===== config.mk =====
export PLATFORM = sky130hd
export DESIGN_NAME = kt8_sequencer_flat
export DESIGN_NICKNAME = d
export VERILOG_FILES = /design/src/rtl/kt8_sequencer_if.sv /design/src/rtl/kt8_sequencer.sv /design/src/flat_wrapper.sv
export SDC_FILE = /design/constraint.sdc
export NUM_CORES = 1
export LEC_CHECK = 0
export CORE_MARGIN = 1.5
export CORE_UTILIZATION = 44
export DETAILED_ROUTE_END_ITERATION = 8
export PLACE_DENSITY = 0.72
export SLEW_MARGIN = 20
export SYNTH_ARGS = -nofsm -noshare
export SYNTH_HDL_FRONTEND = slang
export SYNTH_SLANG_ARGS = --single-unit

===== constraint.sdc =====
create_clock -name clk_i -period 7.3 [get_ports clk_i]
set_input_delay 2.19 -clock clk_i [delete_from_list [all_inputs] [get_ports clk_i]]
set_output_delay 2.19 -clock clk_i [all_outputs]
set_load 0.05 [all_outputs]

===== src/rtl/kt8_sequencer_if.sv =====
// Bus bundle between the KT8 fetch/execute sequencer (master) and the
// datapath/memory side (slave).
// Handshake: mem_req_o is a valid that stays high, with mem_addr_o and mem_we_o
// held stable, until the cycle mem_ready_i is high. That cycle completes the
// transfer, and mem_rdata_i is valid in that same cycle for reads.
interface kt8_sequencer_if;
    logic       run_i;
    logic       step_i;
    logic       zero_i;
    logic       mem_req_o;
    logic       mem_we_o;
    logic [7:0] mem_addr_o;
    logic       mem_ready_i;
    logic [7:0] mem_rdata_i;
    logic [7:0] ir_o;
    logic       exec_o;
    logic [7:0] pc_o;
    logic       halted_o;
    logic       fault_o;
    logic [2:0] state_o;

    modport master (
        input  run_i, step_i, zero_i, mem_ready_i, mem_rdata_i,
        output mem_req_o, mem_we_o, mem_addr_o, ir_o, exec_o, pc_o,
               halted_o, fault_o, state_o
    );

    modport slave (
        output run_i, step_i, zero_i, mem_ready_i, mem_rdata_i,
        input  mem_req_o, mem_we_o, mem_addr_o, ir_o, exec_o, pc_o,
               halted_o, fault_o, state_o
    );
endinterface


===== src/rtl/kt8_sequencer.sv =====
// KT8 fetch/execute controller: owns PC and IR, sequences instructions through
// one shared memory port and issues one exec_o commit strobe per instruction.
module kt8_sequencer #(
    parameter logic [7:0]  RESET_PC    = 8'h00,
    parameter logic [7:0]  DATA_BASE   = 8'hE0,
    parameter int unsigned BUS_TIMEOUT = 15
) (
    input  logic            clk_i,
    input  logic            rst_i,
    kt8_sequencer_if.master bus
);
    typedef enum logic [2:0] {
        S_IDLE  = 3'd0,
        S_FETCH = 3'd1,
        S_EXEC  = 3'd2,
        S_MEM   = 3'd3,
        S_HALT  = 3'd4,
        S_FAULT = 3'd5
    } state_t;

    localparam logic [7:0] TIMEOUT = 8'(BUS_TIMEOUT);

    state_t     state, state_nx;
    logic [7:0] pc, pc_nx;
    logic [7:0] ir, ir_nx;
    logic [7:0] wait_cnt, wait_nx;
    logic       is_mem_op;
    logic [7:0] disp;

    // Opcode groups 000/001/010 are the load/load/store forms that need MEM.
    assign is_mem_op = (ir[7:5] == 3'b000) || (ir[7:5] == 3'b001) || (ir[7:5] == 3'b010);
    assign disp      = {4'h0, ir[3:0]};

    always_ff @(posedge clk_i) begin
        if (rst_i) begin
            state    <= S_IDLE;
            pc       <= RESET_PC;
            ir       <= 8'h00;
            wait_cnt <= 8'h00;
        end else begin
            state    <= state_nx;
            pc       <= pc_nx;
            ir       <= ir_nx;
            wait_cnt <= wait_nx;
        end
    end

    always_comb begin
        state_nx       = state;
        pc_nx          = pc;
        ir_nx          = ir;
        wait_nx        = 8'h00;
        bus.mem_req_o  = 1'b0;
        bus.mem_we_o   = 1'b0;
        bus.mem_addr_o = pc;
        bus.exec_o     = 1'b0;
        case (state)
            S_IDLE: begin
                if (bus.run_i || bus.step_i) state_nx = S_FETCH;
            end
            S_FETCH: begin
                bus.mem_req_o = 1'b1;
                if (bus.mem_ready_i) begin
                    ir_nx    = bus.mem_rdata_i;
                    pc_nx    = pc + 8'd1;
                    state_nx = S_EXEC;
                end else if (wait_cnt == TIMEOUT) begin
                    state_nx = S_FAULT;
                end else begin
                    wait_nx = wait_cnt + 8'd1;
                end
            end
            S_EXEC: begin
                if (is_mem_op) begin
                    state_nx = S_MEM;
                end else begin
                    bus.exec_o = 1'b1;
                    // Displacements are relative to the already-incremented PC.
                    case (ir[7:4])
                        4'b1001: pc_nx = pc + disp;
                        4'b1010: pc_nx = pc - disp;
                        4'b1100: pc_nx = bus.zero_i ? pc + disp : pc;
                        default: pc_nx = pc;
                    endcase
                    if (ir[7:4] == 4'b1111) state_nx = S_HALT;
                    else                    state_nx = bus.run_i ? S_FETCH : S_IDLE;
                end
            end
            S_MEM: begin
                bus.mem_req_o  = 1'b1;
                bus.mem_addr_o = DATA_BASE | {3'b000, ir[4:0]};
                bus.mem_we_o   = (ir[7:5] == 3'b010);
                if (bus.mem_ready_i) begin
                    // A ready arriving together with reset must not commit.
                    bus.exec_o = !rst_i;
                    state_nx   = bus.run_i ? S_FETCH : S_IDLE;
                end else if (wait_cnt == TIMEOUT) begin
                    state_nx = S_FAULT;
                end else begin
                    wait_nx = wait_cnt + 8'd1;
                end
            end
            default: begin
                state_nx = state;
            end
        endcase
    end

    assign bus.ir_o     = ir;
    assign bus.pc_o     = pc;
    assign bus.halted_o = (state == S_HALT);
    assign bus.fault_o  = (state == S_FAULT);
    assign bus.state_o  = state;
endmodule


===== src/flat_wrapper.sv =====
// flat-port wrapper written by rule: the top's interface ports become plain ports
module kt8_sequencer_flat 
#(
    parameter logic [7:0]  RESET_PC    = 8'h00,
    parameter logic [7:0]  DATA_BASE   = 8'hE0,
    parameter int unsigned BUS_TIMEOUT = 15
)
  (clk_i, rst_i, bus_run_i, bus_step_i, bus_zero_i, bus_mem_ready_i, bus_mem_rdata_i, bus_mem_req_o, bus_mem_we_o, bus_mem_addr_o, bus_ir_o, bus_exec_o, bus_pc_o, bus_halted_o, bus_fault_o, bus_state_o);
  kt8_sequencer_if bus_i ();
  input  logic clk_i;
  input  logic rst_i;
  input wire logic [$bits(bus_i.run_i)-1:0] bus_run_i;
  input wire logic [$bits(bus_i.step_i)-1:0] bus_step_i;
  input wire logic [$bits(bus_i.zero_i)-1:0] bus_zero_i;
  input wire logic [$bits(bus_i.mem_ready_i)-1:0] bus_mem_ready_i;
  input wire logic [$bits(bus_i.mem_rdata_i)-1:0] bus_mem_rdata_i;
  output wire logic [$bits(bus_i.mem_req_o)-1:0] bus_mem_req_o;
  output wire logic [$bits(bus_i.mem_we_o)-1:0] bus_mem_we_o;
  output wire logic [$bits(bus_i.mem_addr_o)-1:0] bus_mem_addr_o;
  output wire logic [$bits(bus_i.ir_o)-1:0] bus_ir_o;
  output wire logic [$bits(bus_i.exec_o)-1:0] bus_exec_o;
  output wire logic [$bits(bus_i.pc_o)-1:0] bus_pc_o;
  output wire logic [$bits(bus_i.halted_o)-1:0] bus_halted_o;
  output wire logic [$bits(bus_i.fault_o)-1:0] bus_fault_o;
  output wire logic [$bits(bus_i.state_o)-1:0] bus_state_o;
  assign bus_i.run_i = bus_run_i;
  assign bus_i.step_i = bus_step_i;
  assign bus_i.zero_i = bus_zero_i;
  assign bus_i.mem_ready_i = bus_mem_ready_i;
  assign bus_i.mem_rdata_i = bus_mem_rdata_i;
  assign bus_mem_req_o = bus_i.mem_req_o;
  assign bus_mem_we_o = bus_i.mem_we_o;
  assign bus_mem_addr_o = bus_i.mem_addr_o;
  assign bus_ir_o = bus_i.ir_o;
  assign bus_exec_o = bus_i.exec_o;
  assign bus_pc_o = bus_i.pc_o;
  assign bus_halted_o = bus_i.halted_o;
  assign bus_fault_o = bus_i.fault_o;
  assign bus_state_o = bus_i.state_o;
  kt8_sequencer #(.RESET_PC(RESET_PC), .DATA_BASE(DATA_BASE), .BUS_TIMEOUT(BUS_TIMEOUT)) u_core (.clk_i(clk_i), .rst_i(rst_i), .bus(bus_i));
endmodule

==> key figures, run 1 <==
Run
  • Max Cap Violations: 0

Routing
  • TritonRoute pass-1 iters: 4
  • Vias per inst: roughly 5.3
  • Final wirelength: 3808 µm
  • Post-route DRC: 0
  • Routed Antenna Nets: 0
  • Wire length per cell: 12.44 µm
  • DRT iter0 DRCs: 61
  • Vias post-DR: 1622

Floorplan
  • # rows: 22
  • Core area: 0.003661 mm²
  • Ports: 46
  • Die width: 64.75 µm
  • Initial Utilization: between 40% and 50%
  • Die Ht: 64.75 µm
  • Die area: 0.004193 mm²

Power
  • Combinational Power Share: 28.7%
  • Switching Fraction: 33.83%
  • PD cells: 157.9 mW/mm²
  • Net switching power: 0.1179 mW
  • Pwr Total: 0.3486 mW
  • Sequential share of power: 46.6%
  • Clock share of power: 24.7%
  • Pleak: 0.8257 nW
  • Int Power: 0.2307 mW
  • Peak supply drop: 0.07687 mV

Final layout
  • Synth-to-layout area growth: 31.62%
  • Layout Cells excl Fill: around 300
  • Most frequent cells in the layout: clkdlybuf4s50_1, nand2_1, dfxtp_1, nor2_1, a21oi_1
  • # nets final: 284
  • Util after Layout: about 60%
  • Most common cell after layout, fill and taps aside: clkdlybuf4s50_1
  • Layout fillers: 350
  • # diodes: 0
  • Finished Cell Area: 0.002208 mm²
  • Share of layout cells above drive strength 1: 3.876%

Clock tree
  • CTS Root Cell: clkbuf_8
  • Clock Latency Late Sink: 0.27 ns
  • H-tree level count: 1
  • Clock-pin slew on the worst setup and hold paths: roughly 0.090 ns
  • Clock Sinks: 27
  • Clk buf depth: 2
  • Cts bufs inserted: 3
  • Postcts setup bufs: 0
  • Resized Gates After CTS: 0
  • Cts hold-fix bufs: 0
  • CTS tree: yes

Place
  • Worst slack, placed: 1.105 ns
  • Post-DP Area: 0.002157 mm²
  • Placed Instances: approximately 300
  • Final RePlAce weighted congestion: 0.8277
  • Half-perimeter wire length after placement: 2870 µm
  • PortBufs: 45

STA
  • Final setup violation count: 0
  • Fin crit share: a little under nine tenths
  • Pins Over Slew Limit: 0
  • Fin Clk Skew: slightly above 0.005 ns
  • RSZ-0062 raised after global routing: no
  • Fmax: 161.0 MHz
  • Worst rel slew slack: 39.14%
  • WHS: 0.4518 ns
  • Slack of the critical path: approximately 1.1 ns
  • Final TNS setup: 0 ns
  • Endpoints failing hold: 0
  • Final Critical Period: 6.211 ns
  • Slew @ Worst Pin: 0.9129 ns

Setup path
  • FF-to-FF End: u_core.bus.pc_o[7]
  • Crit. End Element: primary output
  • CP Max Fanout: 5
  • Setup Crit Path Kind: primary input to primary output
  • Worst R2R Start: u_core.bus.ir_o[7]
  • R2R Setup Slk: 4.10 ns
  • Req. time, crit path: roughly 5 ns
  • Critical Path AT: 4.02 ns
  • R2R depth: 10
  • Startpoint types: primary input

Worst hold path
  • Hold_sp: u_core.wait_cnt[0]
  • Worst Hold Depth: 1
  • Worst min-delay path class: register to register
  • Hold EP: u_core.wait_cnt[0]

Global routing
  • First-pass GRT wire length: 6375 µm
  • Vias in the first global route: 1378
  • GRT Util Overall: 19.22%
  • Gr ovfl total: 0
  • Initial antenna violation count: 0
  • Largest net degree at the start of global routing: 25

Synthesis
  • Post-synthesis cell type count: 44
  • Post-synth EDFFs: 0
  • Synth warn: 0
  • Cells after Synth: 217
  • Mapped Nets: 242
  • Average cell area after synthesis: 7.732 µm²
  • Synth Flop Type: dfxtp_1
  • Sequential area share after synthesis: approximately a third
  • Synth Cell Area: around 0.0017 mm²
  • Post-synth ARST share: 0%
  • Post-synthesis register bit count: 27

Run status
  • Outcome: complete, no violations
==> power groups by stage <==
stage               clock network, mW  logic [mW]  registers, mW
finish                         0.0862       0.100          0.162
global route                   0.0944       0.109          0.164
CTS                            0.0876       0.101          0.162
detailed placement                  0       0.100          0.166
global placement                    0      0.0994          0.166
floorplan                           0      0.0507          0.182
==> state kept, by name, indices dropped and copies added, names as in the netlist <==
signal	flops
u_core.bus.ir_o	8
u_core.bus.pc_o	8
u_core.bus.state_o	3
u_core.wait_cnt	8
==> routing by layer <==
metal / track usage, % / routed length [µm]
met5: 0 / 0
met4: 5.585 / 49
met3: 2.604 / 120
met2: 32.22 / 1849
met1: 25.64 / 1788
==> layout make-up <==
class / count / area, µm² / area share, %
repair buffers: 46 / 457.9 / 20.74
inverters: 11 / 41.29 / 1.870
flip-flops and latches: 27 / 540.5 / 24.48
clock buffers: 4 / 45.04 / 2.040
multi-input cells: 170 / 1064 / 48.16
well taps: 48 / 60.06 / 2.720
==> kinds of logic after synthesis <==
group / after synthesis / share of synthesized area, %
muxes: 4 / 2.610
adders and majority gates: 11 / 8.650
xor gates and xnor gates: 8 / 4.176
buffers and inverters: 20 / 4.773
DFF: 27 / 32.21
AOI/OAI and AO/OA: 49 / 17.75
and+or+nand+nor: 98 / 29.83
==> synthesized netlist by cell type (all sizes together) (3+ instances only) <==
cell	instances	area share, %
a21oi	23	6.9
nand2	31	6.9
and3	3	1.1
mux2	3	2.0
o21ai	10	3.0
inv	11	2.5
ha	10	7.5
o21a	3	1.3
xor2	5	2.6
dfxtp	27	32
nand2b	5	1.9
xnor2	3	1.6
nand3	6	1.8
nor2b	5	1.9
nor3b	5	2.2
nor2	25	5.6
nand3b	3	1.3
clkbuf	7	1.6
==> how the worst max path moves through the flow <==
stage          cells past startpoint  slack [ns]            start    endpoint
3_3_place_gp                       4        1.10            rst_i  bus_exec_o
5_1_grt                            4        1.02  bus_mem_ready_i  bus_exec_o
3_5_place_dp                       4        1.10            rst_i  bus_exec_o
2_1_floorplan                      2        1.47            rst_i  bus_exec_o
6_report                           4        1.09  bus_mem_ready_i  bus_exec_o
4_1_cts                            4        1.09  bus_mem_ready_i  bus_exec_o
==> worst max-delay path: stages <==
cell and delay [ns]:
clkdlybuf4s50_1 0.51, inv_1 0.11, o32ai_1 0.34, clkdlybuf4s50_1 0.86
Note: power is estimated with default switching activity, not from simulation.
==> inputs of run 2 (changes only) <==
ABC_AREA = 1   (was unset)
PLACE_DENSITY = 0.71   (was 0.72)
==> key figures, run 2 <==
Run status
  • Outcome: complete, no violations

Global routing
  • GRT Util Overall: 19.96%
  • Largest net degree at the start of global routing: 20
  • First-pass GRT wire length: 6831 µm
  • Vias in the first global route: about 1600
  • Initial antenna violation count: 0
  • Gr ovfl total: 0

Clock tree
  • Clock Sinks: 27
  • CTS tree: yes
  • Resized Gates After CTS: 0
  • Clock Latency Late Sink: approximately 0.27 ns
  • Postcts setup bufs: 0
  • CTS Root Cell: clkbuf_8
  • Clk buf depth: 2
  • Clock-pin slew on the worst setup and hold paths: about 0.090 ns
  • Cts bufs inserted: 3
  • Cts hold-fix bufs: 0
  • H-tree level count: 1

Setup path
  • Critical path launch point: bus_mem_ready_i
  • R2R depth: 15
  • Crit path capture: bus_exec_o
  • R2R Setup Slk: 4.99 ns
  • Setup Crit Path Kind: primary input to primary output
  • CP Max Fanout: 4
  • Critical Path AT: 3.93 ns
  • Req. time, crit path: 5.11 ns
  • FF-to-FF End: u_core.bus.pc_o[7]
  • Startpoint types: primary input
  • Crit. End Element: primary output
  • Worst R2R Start: u_core.bus.ir_o[0]

Synthesis
  • Average cell area after synthesis: 6.936 µm²
  • Mapped Nets: roughly 280
  • Most frequent cell after synthesis: nand2_1
  • Post-synthesis cell type count: 32
  • Post-synth ARST share: 0%
  • Synth Flop Type: dfxtp_1
  • Sequential area share after synthesis: between 30% and 40%
  • Synth Cell Area: 0.001748 mm²
  • Post-synth top area cell: dfxtp_1
  • Post-synth top cells: nand2_1, inv_1, a21oi_1
  • Cells after Synth: 252
  • Post-synth EDFFs: 0
  • Share of the synthesized area in the top cell type: between 30% and 40%
  • Post-synthesis register bit count: 27
  • Synth warn: 0
  • Top post-synthesis cells by area: dfxtp_1, nand2_1, a21oi_1

Floorplan
  • Die Ht: 66.03 µm
  • Initial Utilization: 46.69%
  • Die area: about 0.0044 mm²
  • Core area: about 0.0037 mm²
  • # rows: 22
  • Die width: 66.03 µm
  • Ports: 46

STA
  • Slack of the critical path: 1.176 ns
  • Fin crit share: a little over four fifths
  • RSZ-0062 raised after global routing: no
  • Final setup violation count: 0
  • Final TNS setup: 0 ns
  • Final Critical Period: 6.124 ns
  • Slew @ Worst Pin: around 0.56 ns
  • Pins Over Slew Limit: 0
  • Fin Clk Skew: between 0.0015 and 0.002 ns
  • Endpoints failing hold: 0
  • Fmax: around 160 MHz
  • Worst rel slew slack: 62.93%

Final layout
  • # diodes: 0
  • Share of layout cells above drive strength 1: 9.060%
  • Finished Cell Area: 0.002281 mm²
  • # nets final: 324
  • Synth-to-layout area growth: 30.49%
  • Most frequent cells in the layout: clkdlybuf4s50_1, nand2_1, inv_1, a21oi_1, dfxtp_1
  • Most common cell after layout, fill and taps aside: clkdlybuf4s50_1

Routing
  • DRT iter0 DRCs: 101
  • Top sig layer: met4
  • WL met2: 1806 µm
  • Wire length per cell: between 10 and 15 µm
  • TritonRoute pass-1 iters: 4
  • Routed Antenna Nets: 0
  • Vias post-DR: 1741
  • Vias per inst: between 5 and 6
  • Final wirelength: 4079 µm
  • Met1 wire length: 2015 µm
  • Post-route DRC: 0
  • Met3 wire len: 211 µm

Place
  • Half-perimeter wire length after placement: about 3200 µm
  • Worst slack, placed: approximately 1.2 ns
  • Post-DP Area: about 0.0022 mm²
  • Final RePlAce weighted congestion: roughly 0.84
  • PortBufs: between 40 and 50

Power
  • Pleak: 1.004 nW
  • Peak supply drop: 0.1086 mV
  • PD cells: 183.7 mW/mm²

Run
  • Max Cap Violations: 0

Worst hold path
  • Worst min-delay path class: register to register
run 2: cell types whose count changed in the layout (fill, tap and decap cells not counted), sizes merged, moves of 3 or more:
cell	change
a21oi	+6
a31oi	+3
and3	-3
inv	+29
mux2	-3
nand2	+18
nand2b	-5
nand3	+12
nor2b	-5
nor3b	-5
o21ai	+16
or2	+5
run 2: per-stage QoR:
step	std cells	utilization, %	total power, mW	hold slack [ns]
after floorplan	252	-	0.2869	0.4179
after detailed placement	342	59.69	0.3363	0.4412
after CTS	346	60.93	0.4225	0.4642
after global routing	346	60.93	0.4416	0.4726
final	346	60.93	0.4190	0.4636
after global placement	342	59.69	0.3346	0.4347
run 2: worst max-delay path, stage by stage:
cell             delay, ns
clkdlybuf4s50_1       0.53
inv_1                 0.09
o31ai_1               0.27
clkdlybuf4s50_1       0.85
run 2: cell families (layout without fill, tap and decap cells):
| kind of cell | Yosys count | after routing | share of synthesized area, % |
|---|---|---|---|
| and+or+nand+nor | 104 | 104 | 29.21 |
| AOI/OAI and AO/OA | 61 | 61 | 18.33 |
| buffers and inverters | 43 | 89 | 10.24 |
| DFF | 27 | 27 | 30.92 |
| adders and majority gates | 11 | 11 | 8.304 |
| xor gates and xnor gates | 6 | 6 | 3.006 |
run 2: worst min path at each step:
stage	cells after the start	start	end	slack, ns
3_3_place_gp	1	u_core.wait_cnt[0]	u_core.wait_cnt[0]	0.43
2_1_floorplan	1	u_core.wait_cnt[0]	u_core.wait_cnt[0]	0.42
5_1_grt	1	u_core.wait_cnt[0]	u_core.wait_cnt[0]	0.47
3_5_place_dp	1	u_core.wait_cnt[0]	u_core.wait_cnt[0]	0.44
4_1_cts	1	u_core.wait_cnt[0]	u_core.wait_cnt[0]	0.46
6_report	1	u_core.wait_cnt[0]	u_core.wait_cnt[0]	0.46
run 2: area by class of cell:
| cell class | count | area [µm²] |
|---|---|---|
| clock inverter | 1 | 5.005 |
| sequential | 27 | 540.5 |
| inverter | 40 | 155.1 |
| clock buffer | 3 | 41.29 |
| multi-input combinational | 182 | 1028 |
| timing repair buffer | 45 | 450.4 |
| tap | 48 | 60.06 |
| fill | 376 | 1463 |
run 2: report_power, final:
part | switching (mW) | internal [mW]
Sequential | 0.0114 | 0.157
Combinational | 0.108 | 0.0565
Clock | 0.0477 | 0.0383
run 2: layer usage:
metal,up-vias,GRT usage (%)
met5,-,0
met4,0,5.357
met3,5,2.896
met2,45,34.22
met1,762,26.10
li1,929,-
